File: src/rtl/core_pkg.sv
// Shared core definitions: ALUop encodings, the ID/EX control bundle and the default datapath width.
package core_pkg;

   localparam int unsigned XLEN_DEFAULT = 32;

   localparam logic [1:0] ALUOP_ADD    = 2'b00;
   localparam logic [1:0] ALUOP_BRANCH = 2'b01;
   localparam logic [1:0] ALUOP_RTYPE  = 2'b10;
   localparam logic [1:0] ALUOP_ITYPE  = 2'b11;

   typedef struct packed {
      logic       reg_write;
      logic       alu_src;
      logic       mem_write;
      logic       mem_read;
      logic       branch;
      logic       mem_to_reg;
      logic [1:0] alu_op;
   } ctrl_t;

endpackage

File: src/rtl/id_ex_reg_load_use_detect.sv
// Load-use hazard detector: flags an ID instruction reading the destination of a load in EX.
// Only built when HAZARD_DETECT_EN is defined.
`ifdef HAZARD_DETECT_EN
module load_use_detect (
   input  logic       ex_valid,
   input  logic       ex_mem_read,
   input  logic [4:0] ex_rd,
   input  logic       id_valid,
   input  logic       id_uses_rs1,
   input  logic       id_uses_rs2,
   input  logic [4:0] id_rs1,
   input  logic [4:0] id_rs2,
   output logic       ld_use
);

   logic rs1_hit;
   logic rs2_hit;

   always_comb begin
      rs1_hit = id_uses_rs1 && (id_rs1 == ex_rd);
      rs2_hit = id_uses_rs2 && (id_rs2 == ex_rd);
      // x0 is never really written, so a load to x0 cannot create a hazard
      ld_use  = ex_valid && ex_mem_read && (ex_rd != 5'd0) && id_valid && (rs1_hit || rs2_hit);
   end

endmodule
`endif

File: src/rtl/id_ex_reg.sv
// ID/EX pipeline register with bubble insertion, flush, downstream stall and load-use stall.
// HAZARD_DETECT_EN builds the load-use detector; otherwise hazard_stall is tied low.
module id_ex_reg
   import core_pkg::*;
#(
   parameter int unsigned XLEN = XLEN_DEFAULT
) (
   input  logic            clk,
   input  logic            rst,
   input  logic            id_valid,
   input  logic [XLEN-1:0] id_pc,
   input  logic [XLEN-1:0] id_rs1_data,
   input  logic [XLEN-1:0] id_rs2_data,
   input  logic [XLEN-1:0] id_imm,
   input  logic [4:0]      id_rs1,
   input  logic [4:0]      id_rs2,
   input  logic [4:0]      id_rd,
   input  logic            id_uses_rs1,
   input  logic            id_uses_rs2,
   input  logic [2:0]      id_funct3,
   input  logic            id_funct7b5,
   input  logic            id_reg_write,
   input  logic            id_alu_src,
   input  logic            id_mem_write,
   input  logic            id_mem_read,
   input  logic            id_branch,
   input  logic            id_mem_to_reg,
   input  logic [1:0]      id_alu_op,
   input  logic            stall_ext,
   input  logic            flush,
   output logic            ex_valid,
   output logic [XLEN-1:0] ex_pc,
   output logic [XLEN-1:0] ex_rs1_data,
   output logic [XLEN-1:0] ex_rs2_data,
   output logic [XLEN-1:0] ex_imm,
   output logic [4:0]      ex_rs1,
   output logic [4:0]      ex_rs2,
   output logic [4:0]      ex_rd,
   output logic            ex_uses_rs1,
   output logic            ex_uses_rs2,
   output logic [2:0]      ex_funct3,
   output logic            ex_funct7b5,
   output logic            ex_reg_write,
   output logic            ex_alu_src,
   output logic            ex_mem_write,
   output logic            ex_mem_read,
   output logic            ex_branch,
   output logic            ex_mem_to_reg,
   output logic [1:0]      ex_alu_op,
   output logic            hazard_stall
);

   ctrl_t           ctrl_d, ctrl_q;
   logic            valid_d, valid_q;
   logic [XLEN-1:0] pc_d, pc_q;
   logic [XLEN-1:0] rs1_data_d, rs1_data_q;
   logic [XLEN-1:0] rs2_data_d, rs2_data_q;
   logic [XLEN-1:0] imm_d, imm_q;
   logic [4:0]      rs1_d, rs1_q;
   logic [4:0]      rs2_d, rs2_q;
   logic [4:0]      rd_d, rd_q;
   logic            uses_rs1_d, uses_rs1_q;
   logic            uses_rs2_d, uses_rs2_q;
   logic [2:0]      funct3_d, funct3_q;
   logic            funct7b5_d, funct7b5_q;
   ctrl_t           id_ctrl;
   logic            ld_use;

`ifdef HAZARD_DETECT_EN
   load_use_detect u_load_use_detect (
      .ex_valid    (valid_q),
      .ex_mem_read (ctrl_q.mem_read),
      .ex_rd       (rd_q),
      .id_valid    (id_valid),
      .id_uses_rs1 (id_uses_rs1),
      .id_uses_rs2 (id_uses_rs2),
      .id_rs1      (id_rs1),
      .id_rs2      (id_rs2),
      .ld_use      (ld_use)
   );
`else
   assign ld_use = 1'b0;
`endif

   // Independent of stall_ext so IF/ID holds while MEM is stalled too
   assign hazard_stall = ld_use & ~flush;

   always_comb begin
      id_ctrl = '{reg_write:  id_reg_write,
                  alu_src:    id_alu_src,
                  mem_write:  id_mem_write,
                  mem_read:   id_mem_read,
                  branch:     id_branch,
                  mem_to_reg: id_mem_to_reg,
                  alu_op:     id_alu_op};

      ctrl_d     = ctrl_q;
      valid_d    = valid_q;
      pc_d       = pc_q;
      rs1_data_d = rs1_data_q;
      rs2_data_d = rs2_data_q;
      imm_d      = imm_q;
      rs1_d      = rs1_q;
      rs2_d      = rs2_q;
      rd_d       = rd_q;
      uses_rs1_d = uses_rs1_q;
      uses_rs2_d = uses_rs2_q;
      funct3_d   = funct3_q;
      funct7b5_d = funct7b5_q;

      if (!stall_ext) begin
         pc_d       = id_pc;
         rs1_data_d = id_rs1_data;
         rs2_data_d = id_rs2_data;
         imm_d      = id_imm;
         rs1_d      = id_rs1;
         rs2_d      = id_rs2;
         rd_d       = id_rd;
         uses_rs1_d = id_uses_rs1;
         uses_rs2_d = id_uses_rs2;
         funct3_d   = id_funct3;
         funct7b5_d = id_funct7b5;
         // Flush, load-use and an empty ID slot all become a bubble with control cleared
         if (flush || ld_use || !id_valid) begin
            valid_d = 1'b0;
            ctrl_d  = '0;
         end else begin
            valid_d = 1'b1;
            ctrl_d  = id_ctrl;
         end
      end
   end

   always_ff @(posedge clk or posedge rst) begin
      if (rst) begin
         ctrl_q     <= '0;
         valid_q    <= 1'b0;
         pc_q       <= '0;
         rs1_data_q <= '0;
         rs2_data_q <= '0;
         imm_q      <= '0;
         rs1_q      <= '0;
         rs2_q      <= '0;
         rd_q       <= '0;
         uses_rs1_q <= 1'b0;
         uses_rs2_q <= 1'b0;
         funct3_q   <= '0;
         funct7b5_q <= 1'b0;
      end else begin
         ctrl_q     <= ctrl_d;
         valid_q    <= valid_d;
         pc_q       <= pc_d;
         rs1_data_q <= rs1_data_d;
         rs2_data_q <= rs2_data_d;
         imm_q      <= imm_d;
         rs1_q      <= rs1_d;
         rs2_q      <= rs2_d;
         rd_q       <= rd_d;
         uses_rs1_q <= uses_rs1_d;
         uses_rs2_q <= uses_rs2_d;
         funct3_q   <= funct3_d;
         funct7b5_q <= funct7b5_d;
      end
   end

   assign ex_valid      = valid_q;
   assign ex_pc         = pc_q;
   assign ex_rs1_data   = rs1_data_q;
   assign ex_rs2_data   = rs2_data_q;
   assign ex_imm        = imm_q;
   assign ex_rs1        = rs1_q;
   assign ex_rs2        = rs2_q;
   assign ex_rd         = rd_q;
   assign ex_uses_rs1   = uses_rs1_q;
   assign ex_uses_rs2   = uses_rs2_q;
   assign ex_funct3     = funct3_q;
   assign ex_funct7b5   = funct7b5_q;
   assign ex_reg_write  = ctrl_q.reg_write;
   assign ex_alu_src    = ctrl_q.alu_src;
   assign ex_mem_write  = ctrl_q.mem_write;
   assign ex_mem_read   = ctrl_q.mem_read;
   assign ex_branch     = ctrl_q.branch;
   assign ex_mem_to_reg = ctrl_q.mem_to_reg;
   assign ex_alu_op     = ctrl_q.alu_op;

endmodule

File: config.mk
export PLATFORM = sky130hd
export DESIGN_NAME = id_ex_reg
export DESIGN_NICKNAME = d
export VERILOG_FILES = /design/src/rtl/core_pkg.sv /design/src/rtl/id_ex_reg_load_use_detect.sv /design/src/rtl/id_ex_reg.sv
export SDC_FILE = /design/constraint.sdc
export NUM_CORES = 1
export LEC_CHECK = 0
export BUFFER_PORTS_ARGS = -buffer_cell sky130_fd_sc_hd__buf_4
export CORE_AREA = 4 4 124 126
export DETAILED_ROUTE_END_ITERATION = 10
export DIE_AREA = 0 0 128 130
export HOLD_SLACK_MARGIN = 0.15
export PLACE_DENSITY = 0.78
export SYNTH_ARGS = -nofsm -noshare
export SYNTH_HDL_FRONTEND = slang
export SYNTH_HIERARCHICAL = 1
export SYNTH_SLANG_ARGS = --single-unit
File: constraint.sdc
create_clock -name clk -period 12.57 [get_ports clk]
set_input_delay 1.257 -clock clk [delete_from_list [all_inputs] [get_ports clk]]
set_output_delay 1.257 -clock clk [all_outputs]
set_load 0.01 [all_outputs]
* Word level (Yosys, flattened, before mapping) *
Index checks and enable logic that the tools add are counted.
Widths: inputs -> output; s select.

word-level totals
  bits in latches = 0
  memories = 0
  ROM bits = 0
  bits in registers = 158
  output and inout bits = 159
  memory bits (writable) = 0

cells by class
  reductions and logical operators = 2
  magnitude comparators = 0
  add/sub/neg operators = 0
  shifts and indexed selects = 0
  divide/modulo/power cells = 0
  bitwise logic cells = 0
  $mul = 0
  eq/ne operators = 0
  muxes and demuxes = 2

operator list
  kind              number
  $mux 8            1
  $logic_not 1->1   1
  $logic_or 1x1->1  1
  $mux 1            1

* Longest topological paths before layout *
Gate-level depths: netlist of the first run.

  depth after elaboration = 3
  mapped depth = 5

* Least setup slack after synthesis of the first run *
OpenSTA, ideal clock, no wires.

  path type = input port to flip-flop
  start point = in stall_ext
  end point = reg funct3_q[0] (netlist: ex_funct3[0])
  stages = 4
  data required time = 12.445 ns
  path slack = 10.486 ns
  data arrival time = 1.959 ns
  path buffers = 3
  library setup time = 0.125 ns
  cells stage by stage = buf_6 buf_6 buf_6 mux2_4

RTL lines
  element               RTL line          RTL
  from (decl)           id_ex_reg.sv:29   input logic stall_ext,
  to (signal assigned)  id_ex_reg.sv:161  funct3_q <= funct3_d;
  to (decl)             id_ex_reg.sv:64   logic [2:0] funct3_d, funct3_q;

No word-level cell between the ends.

* Worst setup path in the final report of the first run *
  start point = in stall_ext
  end point = reg imm_q[22] (netlist: ex_imm[22])

RTL lines
  element               RTL line          RTL
  to (signal assigned)  id_ex_reg.sv:155  imm_q <= imm_d;
  to (decl)             id_ex_reg.sv:58   logic [XLEN-1:0] imm_d, imm_q;

No word-level cell between the ends.

==> flow_metrics.py, run 1 <==
metrics = {
    "place": {
        "place_hpwl_mm": 12.4,
        "place_inst": 841,
        "portBuffers": 319,
        "dpl_worst_slack_ns": 9.00,
        "gp_congestion": 0.840,
    },
    "cts": {
        "clock-sinks": 158,
        "cts_setup_buffers": 0,
        "tritoncts": "yes",
        "root_buffer": "clkbuf_16",
        "ctsHoldBuffers": 0,
        "insertion_delay_ns": 0.40,
        "clkTransAtPathRegs_ns": 0.06,
        "clockBufferDepth": 2,
        "cts-htree-levels": 4,
        "cts-resized-gates": 0,
        "cts_buffers": 17,
    },
    "floorplanning": {
        "die_x_um": 128,
        "start_util_pct": 44.4,
        "design.die.area_um2": 16600,
        "num_rows": 44,
        "coreArea_um2": 14300,
        "die_y_um": 130,
        "ios": 321,
    },
    "setup_path": {
        "crit_arrival_ns": 3.48,
        "criticalPathCategory": "in2reg",
        "worst_ep_required_time_ns": 12.85,
        "startpoint_type": "input pin",
        "end_kind": "register",
        "crit_fanout": 102,
    },
    "synth": {
        "yosysTopAreaCellShare_pct": 62.3,
        "synth-simple-area-share_pct": 1.42,
        "synth.distinct_cells": 12,
        "synth_nets": 518,
        "synthMuxAreaShare_pct": 32.3,
        "synth_compound_area_share_pct": 0.709,
        "synth_xor_area_share_pct": 0,
        "yosysTopAreaCell": "dfrtp_1",
        "synth_area_leaders": "dfrtp_1 62%, mux2_4 24%, mux2_2 7.6%",
        "ys_seq_area_share_pct": 62.3,
        "yosys_warnings": 6,
        "avgSynthCellArea_um2": 17.8,
        "syn_inst": 356,
        "ys_ff_latch": 158,
        "synth_top_family_by_area": "multiplexers",
        "synth-adder-area-share_pct": 0,
        "syn_area_um2": 6350,
    },
    "sta": {
        "rsz0062_at_grt": "no",
        "clock.fmax_mhz": 313,
        "maxSlewHeadroom_pct": 25.1,
        "timing.setup.tns_ns": 0,
        "holdWs_ns": 0.495,
        "post-route-period-util_pct": 25.4,
        "slew_viol_final": 0,
        "min_period_ns": 3.20,
        "worst_slew_pin_slew_ns": 1.12,
        "hold_viol": 0,
        "worst_slack_ns": 9.37,
        "setup_viol": 0,
        "finalClockSkew_ns": 0,
    },
    "drt": {
        "drt_iter0_drc": 220,
        "vias_per_cell": 4.67,
        "drt_pass1_iterations": 4,
        "wl_per_cell_um": 18.9,
        "drcViolationCount": 0,
        "wirelength_mm": 16.5,
        "via_count": 4073,
        "detail-route-antenna-nets": 0,
    },
    "power_and_ir_drop": {
        "power_leakage_nw": 4.77,
        "power_density_nw_per_um2": 146,
        "ir_worst_vdd_uv": 79.0,
    },
    "global_routing": {
        "grt_pass1_wl_mm": 24.3,
        "grt_max_degree": 103,
        "antenna_found_initial": 0,
        "met2_usage_pct": 32.6,
        "met3_usage_pct": 5.98,
        "grt_overflow": 0,
        "grt_use_met1_pct": 23.2,
        "busiest_layer": "met2",
        "grt_use_total_pct": 19.1,
        "grt_pass1_vias": 4481,
    },
    "layout": {
        "synthToLayoutAreaGrowth_pct": 48.4,
        "final_cells": 872,
        "finalNetCount": 838,
        "drive_gt1_share_pct": 71.8,
        "utilization_pct": 65.8,
        "antennaDiodeCount": 0,
    },
    "outcome": {
        "outcome": "completed",
    },
    "min_path": {
        "holdCritPathClass": "reg2reg",
    },
    "run": {
        "drv_cap": 0,
    },
}
## through the flow
stage               total power [W]  area (um2)
floorplan                  0.000710        6350
global route                0.00143        9420
detailed placement         0.000849        8800
CTS                         0.00139        9420
global placement           0.000842        8800
finish                      0.00138        9420
## logic make-up (layout without fill, tap and decap cells)
logic type / after synthesis / count (layout)
mux: 149 / 149
flops: 158 / 158
compound gates: 9 / 9
other cells: 1 / 1
buf+inv: 21 / 353
simple gates: 18 / 18
## routing by layer
layer  vias to the layer above  share of wire (%)
met3                        19                8.5
met1                      1984                 39
met5                         -                  0
met4                         0                1.9
li1                       1870                  -
met2                       200                 51
## final timing paths
path	slack (ns)	cells after the start	endpoint	from
worst max-delay path	9.37	3	ex_imm[22]	stall_ext
worst min-delay path	0.49	2	ex_alu_src	ex_alu_src
worst max register to register	11.74	1	ex_rs2_data[12]	ex_rs2_data[12]
worst min register to register	0.49	2	ex_alu_src	ex_alu_src
max in group asynchronous	10.11	3	ex_imm[20]	rst
min in group asynchronous	0.95	2	ex_rs1_data[7]	rst
## power by group
group,switching (W),internal [W],leakage (nW)
clock network,0.000196,0.000342,0.296
logic,0.0000930,0.000155,2.62
registers,0.0000320,0.000559,1.86
total,0.000321,0.00106,4.77
## cells in the mapped netlist
library cell and instances:
buf_2 3, nand2b_1 9, o21ai_0 9, inv_1 1, mux2_4 100, mux2_1 6
nand2_1 9, buf_6 15, buf_4 2, dfrtp_1 158, mux2_2 43, conb_1 1
## worst max-delay path, cell delays in order
cell      delay [ns]
clkbuf_8        0.63
buf_4           0.97
mux2_2          0.43
## cell usage in the layout, fill, tap and decap left out, types with 4 or more instances in the layout
cell type	count
mux2_2	43
o21ai_0	9
nand2_1	9
clkbuf_16	17
mux2_4	100
dfrtp_1	158
bufinv_16	4
nand2b_1	9
mux2_1	6
buf_4	320
## layout make-up
| type | count | area (um2) |
|---|---|---|
| fillers | 997 | 4890 |
| flip-flops and latches | 158 | 3950 |
| repair buffers | 321 | 2420 |
| multi-input cells | 177 | 2190 |
| clock buffers | 21 | 460 |
| well taps | 184 | 230 |
| clock inverters | 10 | 161 |
| inverters | 1 | 8.76 |
No activity file was read; power rests on OpenSTA's default activity.
==> inputs of run 2 (changes only) <==
--- a/config.mk
+++ b/config.mk
@@ -6,11 +6,11 @@
 export NUM_CORES = 1
 export LEC_CHECK = 0
 export BUFFER_PORTS_ARGS = -buffer_cell sky130_fd_sc_hd__buf_4
-export CORE_AREA = 4 4 124 126
+export CORE_MARGIN = 4
+export CORE_UTILIZATION = 41
 export DETAILED_ROUTE_END_ITERATION = 10
-export DIE_AREA = 0 0 128 130
 export HOLD_SLACK_MARGIN = 0.15
-export PLACE_DENSITY = 0.78
+export PLACE_DENSITY = 0.76
 export SYNTH_ARGS = -nofsm -noshare
 export SYNTH_HDL_FRONTEND = slang
 export SYNTH_HIERARCHICAL = 1
==> constraint.sdc (replaced) <==
create_clock -name clk -period 2.7 [get_ports clk]
set_input_delay 0.27 -clock clk [delete_from_list [all_inputs] [get_ports clk]]
set_output_delay 0.27 -clock clk [all_outputs]
set_load 0.01 [all_outputs]
==> run 2 against run 1 <==
Final cell count up 19%. Clock skew unchanged. Sequential cell count is the same. Wire length up 21%. Global-route usage increased by 3.5 points. Non-clock buffer count increased by 163. Clock power increased to 4.5 times the previous value. Register-to-register slack worse by 9.9 ns. Largest cell class is now buffers. Total power grew to 4.8 times the previous value.
==> flow_metrics.py, run 2 (synthesis gave the netlist of run 1 again) <==
metrics = {
    "layout": {
        "finalNetCount": 1001,
        "seq_area_um2": 3950,
        "multi_input_area_um2": 2190,
        "synthToLayoutAreaGrowth_pct": 74.3,
        "utilization_pct": 72.8,
        "final_cells": 1040,
        "final_cell_mix": "321 x buf_4, 158 x dfrtp_1, 158 x dlygate4sd3_1",
        "nFillCells": 880,
        "final_common_cell": "buf_4",
        "drive_gt1_share_pct": 58.5,
    },
    "global_routing": {
        "antenna_found_initial": 0,
        "grt_use_total_pct": 22.6,
        "grt_max_degree": 82,
        "grt_pass1_vias": 5738,
        "grt_pass1_wl_mm": 31.2,
        "grt_overflow": 0,
    },
    "floorplanning": {
        "num_rows": 45,
        "ios": 321,
        "design.die.area_um2": 17500,
        "die_x_um": 132,
        "die_y_um": 132,
        "coreArea_um2": 15200,
        "start_util_pct": 41.8,
    },
    "cts": {
        "root_buffer": "clkbuf_16",
        "tritoncts": "yes",
        "cts_buffers": 17,
        "clkTransAtPathRegs_ns": 0.06,
        "clockBufferDepth": 2,
        "cts-htree-levels": 4,
        "insertion_delay_ns": 0.42,
        "cts-resized-gates": 0,
        "clock-sinks": 158,
    },
    "sta": {
        "post-route-period-util_pct": 46.9,
        "rsz0062_at_grt": "no",
        "slew_viol_final": 0,
        "hold_viol": 0,
        "timing.setup.tns_ns": 0,
        "min_period_ns": 1.27,
        "setup_viol": 0,
        "finalClockSkew_ns": 0,
        "clock.fmax_mhz": 790,
    },
    "place": {
        "portBuffers": 319,
        "gp_congestion": 0.754,
        "place_hpwl_mm": 11.9,
        "place_inst": 850,
    },
    "setup_path": {
        "startpoint_type": "register",
        "crit_fanout": 2,
        "cpPeakStageDelay_ns": 0.42,
        "worst_ep_required_time_ns": 2.43,
        "crit_chain": "buf_4",
        "crit_arrival_ns": 1.00,
        "cp_slowest_cell": "dfrtp_1",
        "cp_top_family": "flip-flops",
        "criticalPathCategory": "reg2out",
        "critPathBufInv": 1,
        "end_kind": "output port",
    },
    "outcome": {
        "outcome": "completed",
    },
    "drt": {
        "wl_per_cell_um": 19.2,
        "detail-route-antenna-nets": 0,
        "drcViolationCount": 0,
        "via_count": 4911,
        "vias_per_cell": 4.72,
        "wirelength_mm": 20.0,
        "drt_iter0_drc": 130,
        "drt_pass1_iterations": 6,
    },
    "power_and_ir_drop": {
        "power_leakage_nw": 5.46,
        "ir_worst_vdd_uv": 380,
        "p_total_w": 0.00656,
        "power_density_nw_per_um2": 593,
    },
    "run": {
        "drv_cap": 0,
    },
    "min_path": {
        "holdCritPathClass": "in2reg",
    },
}
[run 2: repair_timing]
| action | in CTS | in global routing |
|---|---|---|
| setup endpoints to repair | 0 | 0 |
| buffers inserted | 0 | 0 |
| endpoints found under the hold margin | 315 | 0 |
| hold buffers | 158 | 0 |
[run 2: tightest hold or removal path, cell delays in order]
cell and delay, ns:
buf_4 0.08, nand2b_1 0.17, o21ai_0 0.20
[run 2: final cells by class]
cell class,count,share of cell area (%)
repair buffers,484,36.9
flip-flops and latches,158,35.7
multi-input cells,177,19.8
clock buffers,21,4.07
well taps,188,2.13
clock inverters,10,1.26
inverters,1,0.0678
diodes,1,0.0226
[run 2: through the flow]
stage | area, um2 | setup WS [ns] | hold slack, ns
6_report | 11100 | 1.43 | 0.342
2_1_floorplan | 6350 | 0.429 | 0.402
3_3_place_gp | 8890 | 1.16 | 0.444
5_1_grt | 11100 | 1.40 | 0.403
3_5_place_dp | 8890 | 1.11 | 0.469
4_1_cts | 11100 | 1.42 | 0.333
[run 2: report_power, final]
group	total (W)	internal (W)	switching, W
Clock	0.00243	0.00148	0.000951
Sequential	0.00276	0.00260	0.000154
Combinational	0.00138	0.000877	0.000503
Total	0.00656	0.00495	0.00161
[run 2: path summary, 6_finish.rpt]
kind,startpoint,to,slack (ns),depth (start not counted)
worst max-delay path,ex_pc[10],ex_pc[10],1.43,1
min in group asynchronous,rst,ex_imm[5],0.58,4
worst max register to register,ex_rs2_data[16],ex_rs2_data[16],1.84,1
worst min-delay path,id_valid,ex_alu_op[0],0.34,3
worst min register to register,ex_alu_op[1],ex_alu_op[1],0.50,2
max in group asynchronous,rst,ex_pc[23],1.78,4
[run 2: per-layer routing]
metal	routed length, um	GRT usage, %	part of all wire, %
met3	1280	7.00	6.4
met4	599	9.41	3.0
met2	10900	41.8	54
met5	0	0	0
met1	7250	23.7	36
